[src/rtl/int_to_fp_serial_pkg.sv]
// Shared types and constants for the integer-to-float front end and the adder-side blocks.
// The float is value = (-1)^sign * frac * 2^(exp-8), with an explicit leading fraction bit.
package int_to_fp_serial_pkg;

    localparam int INT_W    = 8;
    localparam int EXP_W    = 4;
    localparam int FRAC_W   = 8;
    localparam int EXP_INIT = 8;

    typedef enum logic [1:0] {
        IDLE = 2'd0,
        NORM = 2'd1,
        DONE = 2'd2
    } state_t;

endpackage

[src/rtl/int_to_fp_serial_sign_mag.sv]
// Combinational split of a two's-complement integer into sign and unsigned magnitude.
// The most negative value maps to its own bit pattern (e.g. -128 -> 0x80).
module int_sign_mag #(
    parameter int W = 8
) (
    input  logic [W-1:0] int_in,
    output logic         sign,
    output logic [W-1:0] mag
);

    assign sign = int_in[W-1];
    assign mag  = sign ? (W'(0) - int_in) : int_in;

endmodule

[src/rtl/int_to_fp_serial.sv]
// Serial integer-to-float converter: captures a signed integer, then normalizes the
// magnitude one bit per cycle until the fraction MSB is set, and presents the result.
module int_to_fp_serial
    import int_to_fp_serial_pkg::*;
#(
    parameter int INT_W  = 8,
    parameter int EXP_W  = 4,
    parameter int FRAC_W = 8
) (
    input  logic              clk,
    input  logic              reset_n,
    input  logic              in_valid,
    output logic              in_ready,
    input  logic [INT_W-1:0]  int_in,
    output logic              out_valid,
    input  logic              out_ready,
    output logic              sign_out,
    output logic [EXP_W-1:0]  exp_out,
    output logic [FRAC_W-1:0] frac_out,
    output logic              busy,
    output state_t            dbg_state
);

    // Handshake: a transfer happens on a rising edge where valid and ready are both 1;
    // in_ready is high only in IDLE, out_valid only in DONE, and neither side may
    // withdraw valid or change data until that edge.

    localparam logic [EXP_W-1:0] EXP_START = EXP_W'(EXP_INIT);

    state_t              state_q, state_d;
    logic                sign_q, sign_d;
    logic [EXP_W-1:0]    exp_q, exp_d;
    logic [FRAC_W-1:0]   frac_q, frac_d;
    logic                in_sign;
    logic [INT_W-1:0]    in_mag;

    int_sign_mag #(.W(INT_W)) u_sign_mag (
        .int_in (int_in),
        .sign   (in_sign),
        .mag    (in_mag)
    );

    always_ff @(posedge clk or negedge reset_n) begin
        if (!reset_n) begin
            state_q <= IDLE;
            sign_q  <= 1'b0;
            exp_q   <= '0;
            frac_q  <= '0;
        end else begin
            state_q <= state_d;
            sign_q  <= sign_d;
            exp_q   <= exp_d;
            frac_q  <= frac_d;
        end
    end

    always_comb begin
        state_d = state_q;
        sign_d  = sign_q;
        exp_d   = exp_q;
        frac_d  = frac_q;
        case (state_q)
            IDLE: begin
                if (in_valid) begin
                    if (in_mag == '0) begin
                        // Zero skips normalization entirely and is reported as all-zero.
                        state_d = DONE;
                        sign_d  = 1'b0;
                        exp_d   = '0;
                        frac_d  = '0;
                    end else begin
                        state_d = NORM;
                        sign_d  = in_sign;
                        exp_d   = EXP_START;
                        frac_d  = FRAC_W'(in_mag);
                    end
                end
            end
            NORM: begin
                // A nonzero magnitude reaches frac[7]=1 with exp >= 1, so no underflow.
                if (frac_q[FRAC_W-1]) begin
                    state_d = DONE;
                end else begin
                    frac_d = frac_q << 1;
                    exp_d  = exp_q - EXP_W'(1);
                end
            end
            DONE: begin
                if (out_ready) begin
                    state_d = IDLE;
                end
            end
            default: state_d = IDLE;
        endcase
    end

    assign in_ready  = (state_q == IDLE);
    assign out_valid = (state_q == DONE);
    assign busy      = (state_q != IDLE);
    assign sign_out  = sign_q;
    assign exp_out   = exp_q;
    assign frac_out  = frac_q;
    assign dbg_state = state_q;

endmodule

[config.mk]
export PLATFORM = sky130hd
export DESIGN_NAME = int_to_fp_serial
export DESIGN_NICKNAME = d
export VERILOG_FILES = /design/src/rtl/int_to_fp_serial_pkg.sv /design/src/rtl/int_to_fp_serial_sign_mag.sv /design/src/rtl/int_to_fp_serial.sv
export SDC_FILE = /design/constraint.sdc
export NUM_CORES = 1
export LEC_CHECK = 0
export CAP_MARGIN = 25
export CORE_AREA = 2 2 50 52
export DETAILED_ROUTE_END_ITERATION = 8
export DIE_AREA = 0 0 52 54
export PLACE_DENSITY_LB_ADDON = 0.3
export REMOVE_ABC_BUFFERS = 1
export SLEW_MARGIN = 5
export SYNTH_ARGS = -nofsm -noshare
export SYNTH_HDL_FRONTEND = slang
export SYNTH_SLANG_ARGS = --single-unit
[constraint.sdc]
create_clock -name clk -period 2.13 [get_ports clk]
set_clock_uncertainty 0.2 [all_clocks]
set_input_delay 0.3195 -clock clk [delete_from_list [all_inputs] [get_ports clk]]
set_output_delay 0.3195 -clock clk [all_outputs]
set_load 0.005 [all_outputs]
[Word-level counts from Yosys, hierarchy flattened]
Index checks and enable logic that the tools add are counted.
Word-level totals
  register bits: 15
  input bits: 12
  output and inout bits: 18
  word-level logic and storage cells: 36
Operators by class
  add/subtract/negate cells: 2
  equal/unequal tests: 6
  muxes and demuxes: 15
  reductions and logical operators: 8
Operator list (number)
  two-way mux 8 bit: 4
  one-hot mux 8 bit (2 select lines): 1
  two-way mux 4 bit: 3
  logical NOT 8 bit: 1
  two-way mux 2 bit: 4
  one-hot mux 4 bit (2 select lines): 1
  subtractor 1 x 8 -> 8 bit (first input constant): 1
  inequality test 2 bit (second input constant): 3
  one-hot mux 2 bit (3 select lines): 1
  AND reduction 3 bit: 2
  AND reduction 2 bit: 2
  nonzero test 2 bit: 2
  subtractor 4 x 1 -> 4 bit (second input constant): 1
  equality test 2 x 1 -> 1 bit (second input constant): 1
  equality test 2 bit (second input constant): 1
  logical NOT 2 bit: 1
  inequality test 2 x 1 -> 1 bit (second input constant): 1
  two-way mux 1 bit: 1

[Logic depth before layout (Yosys ltp)]
  depth in word-level cells: 6
  depth in mapped cells: 7
  depth with buffers taken out: 7

[By module]
Synthesis repeated with hierarchy kept, for this count alone.
Second synthesis, totals
  cells, all modules: 95
  area, all modules: 965.9 µm²
By module, submodules not included
  int_to_fp_serial: instances 1, cells each 73, area an instance 812.0 µm², seq. area each 375.4 µm²
  int_sign_mag: instances 1, cells each 22, area an instance 153.9 µm², seq. area each 0.0 µm²

[Least setup slack after synthesis]
OpenSTA, ideal clock, no wires.
  path kind: input -> register
  from: in int_in[0]
  to: reg exp_q[3], in the netlist exp_out[3]
  library setup time: 0.136 ns
  arrival: 1.719 ns
  data required time: 1.794 ns
  slack: 0.075 ns
  stages: 7
  path buffers: 0
  path through: inv_1 ha_1 and4bb_2 nor3_1 or3_1 nor4_1 nor3_1
On the way
  longest elaborated chain between the ends: 6
RTL lines
  from (decl): RTL line int_to_fp_serial.sv:14  | input logic [INT_W-1:0] int_in,
  subtractor 1 x 8 -> 8 bit: RTL line int_to_fp_serial_sign_mag.sv:12  | assign mag = sign ? (W'(0) - int_in) : int_in;
  two-way mux 8 bit (*): RTL line int_to_fp_serial_sign_mag.sv:12
  logical NOT 8 bit (*): RTL line int_to_fp_serial.sv:65  | if (in_mag == '0) begin
  two-way mux 4 bit (*): RTL line int_to_fp_serial.sv:65
  two-way mux 4 bit (*): RTL line int_to_fp_serial.sv:64  | if (in_valid) begin
  one-hot mux 4 bit (2 select lines) (*): RTL line int_to_fp_serial.sv:62  | case (state_q)
  to (signal assigned): RTL line int_to_fp_serial.sv:52  | exp_q <= exp_d;
  to (decl): RTL line int_to_fp_serial.sv:32  | logic [EXP_W-1:0] exp_q, exp_d;
Every way passes the cells marked *; elsewhere a longest branch is shown, timed or not. The select of a mux whose other input is x is not followed.
A chain may end at the register's enable or synchronous reset.

[Worst setup path in the final report]
  from: in int_in[0]
  to: reg state_q[0], in the netlist dbg_state[0]
On the way
  longest elaborated chain between the ends: 6
RTL lines
  subtractor 1 x 8 -> 8 bit: RTL line int_to_fp_serial_sign_mag.sv:12
  two-way mux 8 bit (*): RTL line int_to_fp_serial_sign_mag.sv:12
  logical NOT 8 bit (*): RTL line int_to_fp_serial.sv:65
  two-way mux 2 bit (*): RTL line int_to_fp_serial.sv:65
  two-way mux 2 bit (*): RTL line int_to_fp_serial.sv:64
  one-hot mux 2 bit (3 select lines) (*): RTL line int_to_fp_serial.sv:62
  to (signal assigned): RTL line int_to_fp_serial.sv:50  | state_q <= state_d;
  to (decl): RTL line int_to_fp_serial.sv:30  | state_t state_q, state_d;
Marks and branches as above.

==> summary.md <==
| Metric | Value |
|---|---|
| Status | finished with violations |
| Violated checks | DRC |
| Vias | 978 |
| Avg Cell Area, Syn | 8.84 um^2 |
| Commonest non-fill, non-tap cell in the layout | clkdlybuf4s50_1 |
| Top delay family on crit path | simple AND/OR/NAND/NOR gates |
| Tot Pwr | 0.00159 W |
| Fill cells | 210 |
| Bufs and invs on worst path | 2 |
| Largest net degree at the start of global routing | 16 |
| WHS | 0.152 ns |
| Number of remaining DRC errors | 1 |
| Synth Flop Type | dfrtp_1 |
| Endpoints failing setup | 0 |
| Ant diodes | 0 |
| PortBufs | 29 |
| Multi-input logic area | 618 um^2 |
| P_leak | 0.663 nW |
| Fin crit share | 96.3% |
| Worst skew pair latency | 0.28 ns |
| GP Congestion | 0.805 |
| Fmax | 487 MHz |
| Initial antenna violation count | 0 |
| Seq/Total Area, Yosys | 38.3% |
| Share of post-route cells with drive strength above 1 | 22.8% |
| Die Footprint | 0.00281 mm^2 |
| Maximum vdd ir drop | 487 uV |
| Starting density of the core | 42.3% |
| CTS tree | done |
| Biggest cell delay along the critical path | 0.42 ns |
| Sequential fraction of design power | 33.1% |
| Switching share of total power | 37.8% |
| Max_slew headroom | 69.0% |
| Syn-to-layout area delta | 54.7% |
| Initial DRC count | 25 |
| Power Density | 1050 mW/mm^2 |
| # hold bufs at CTS | 0 |
| Nets@finish | 173 |
| Drt first pass iters | 7 |
| Clock transition at the registers of the reported paths | 0.09 ns |
| Wirelength per Cell | 13.4 um |
| Inserted Clock Buffers | 3 |
| H-tree depth | 1 |
| Hold Crit Class | input pin to async pin |
| Final slew viol count | 0 |
| Max cap viols | 0 |
| Crit Path Max Fanout | 3 |
| Crit start category | input pin |
| Comb pwr share | 56.6% |
| Die height | 54 um |
| Netlist cell types | 40 |
| Vias in the first global route | 968 |
| P_sw | 0.000600 W |
| CTS root buf | clkbuf_4 |
| Yosys warns | 0 |
| Total track usage | 19.2% |
| Synthesized area | 981 um^2 |
| Cell count after synthesis | 111 |
| Synth Register Bits | 15 |
| Num rows | 18 |
| Setup TNS | 0 ns |
| Most frequent CP cell | nor3_1 |
| Int Pwr | 0.000989 W |
| Critical path capture point type | register |
| Unrepaired setup endpoints after global routing | no |
| Clock buffer depth | 2 |
| Die span in x | 52 um |
| Final Hold Fails | 0 |
| Clk sinks | 15 |
| Critical path cell sequence | dlygate4sd2_1 > inv_2 > ha_4 > nor4bb_2 > nor3_1 > or3_1 > nor3_1 > o22ai_1 |
| Post-synth EDFFs | 0 |
| CP Data Required Time | 2.09 ns |
| Final Critical Period | 2.05 ns |
| Via density | 5.20 |
| Remaining antenna violation count after routing | 0 |
| Tightest Pin Transition | 0.464 ns |
| I/O pin count | 30 |
| FF+latch area | 375 um^2 |
| DP HPWL | 1.88 mm |
| Core area | 0.00232 mm^2 |
| Post-synth ARST share | 100% |
| Global-route wire length before repair | 4.06 mm |
| Clock power share | 10.3% |
| WS Path Type | input pin to register |
| Gr ovfl total | 0 |
| Slowest cell on the critical path | or3_1 |
| Worst EP arrival | 2.01 ns |
| Total Wirelength | 2.51 mm |
| Commonest cells after routing, fill and taps aside | 24 x clkdlybuf4s50_1, 18 x buf_4, 15 x dfrtp_1, 9 x nand2_1, 9 x o21ai_0 |
-- path summary, 6_finish.rpt --
path | slack [ns] | end | startpoint | depth (start not counted)
max in group asynchronous | 1.40 | frac_out[4]$_DFFE_PN0P_ | reset_n | 2
min in group clk | 0.29 | sign_out$_DFFE_PN0P_ | sign_out$_DFFE_PN0P_ | 2
setup / recovery | 0.08 | dbg_state[0]$_DFFE_PN0P_ | int_in[0] | 8
hold reg to reg | 0.29 | sign_out$_DFFE_PN0P_ | sign_out$_DFFE_PN0P_ | 2
setup reg to reg | 0.41 | exp_out[1]$_DFFE_PN0P_ | dbg_state[0]$_DFFE_PN0P_ | 5
hold / removal | 0.15 | exp_out[3]$_DFFE_PN0P_ | reset_n | 2
-- power groups by stage --
| stage | clock [W] | sequential, W | combinational (W) |
|---|---|---|---|
| 3_3_place_gp | 0 | 0.000534 | 0.000834 |
| 4_1_cts | 0.000165 | 0.000525 | 0.000887 |
| 5_1_grt | 0.000176 | 0.000541 | 0.00101 |
| 6_report | 0.000163 | 0.000526 | 0.000900 |
| 3_5_place_dp | 0 | 0.000540 | 0.000854 |
| 2_1_floorplan | 0 | 0.000527 | 0.000392 |
-- cell families (layout without fill, tap and decap cells) --
family	count (synthesis)	after routing	share of synthesized area (%)
xor+xnor	5	5	4.47
flops	15	15	38.3
fa+ha+maj	2	2	2.55
buf+inv	13	60	5.10
mux	3	3	3.70
simple gates	43	43	25.5
compound gates	30	30	20.4
-- through the flow --
stage	utilization, %	std cells	area, um^2	worst slack [ns]
floorplan	-	107	965	0.0752
global placement	60.9	182	1410	-0.485
detailed placement	60.9	182	1410	-0.587
CTS	64.0	187	1480	0.0156
global route	65.4	188	1520	0.00472
finish	65.4	188	1520	0.0785
-- per-layer routing --
metal / vias to the layer above / track usage [%] / part of all wire [%]
met5: - / 0 / 0
met3: 2 / 2.50 / 2.9
met1: 456 / 21.5 / 42
li1: 499 / - / -
met4: 0 / 5.26 / 0.99
met2: 21 / 37.6 / 55
-- area by class of cell --
type / instances / area share [%]
timing repair buffer: 47 / 28.1
tap: 30 / 2.47
multi-input combinational: 83 / 40.7
inverter: 9 / 2.23
sequential: 15 / 24.7
clock buffer: 4 / 1.73
-- sequential cells by signal, indices dropped and copies added, names as in the netlist --
name / cells
frac_out: 8
exp_out: 4
sign_out: 1
dbg_state: 2
-- Yosys cell counts, drive strengths merged (3+ instances only) --
cell     n  area, um^2
a21oi    7        35.0
a32oi    3        33.8
dfrtp   15         375
inv      9        33.8
nand2    9        33.8
nand2b   3        18.8
nor2     5        18.8
nor2b    3        18.8
nor3     6        30.0
nor4     3        18.8
o21ai    9        45.0
o31ai    3        22.5
or3      3        23.8
xnor2    3        26.3
-- what timing repair did --
| action | in CTS | in global routing |
|---|---|---|
| gates resized for setup | 10 | 5 |
| pin swaps | 4 | 1 |
| buffers inserted | 1 | 1 |
| endpoints found under the setup margin | 5 | 5 |
| cloned | 0 | 0 |
Power figures use the tool's default switching activity.
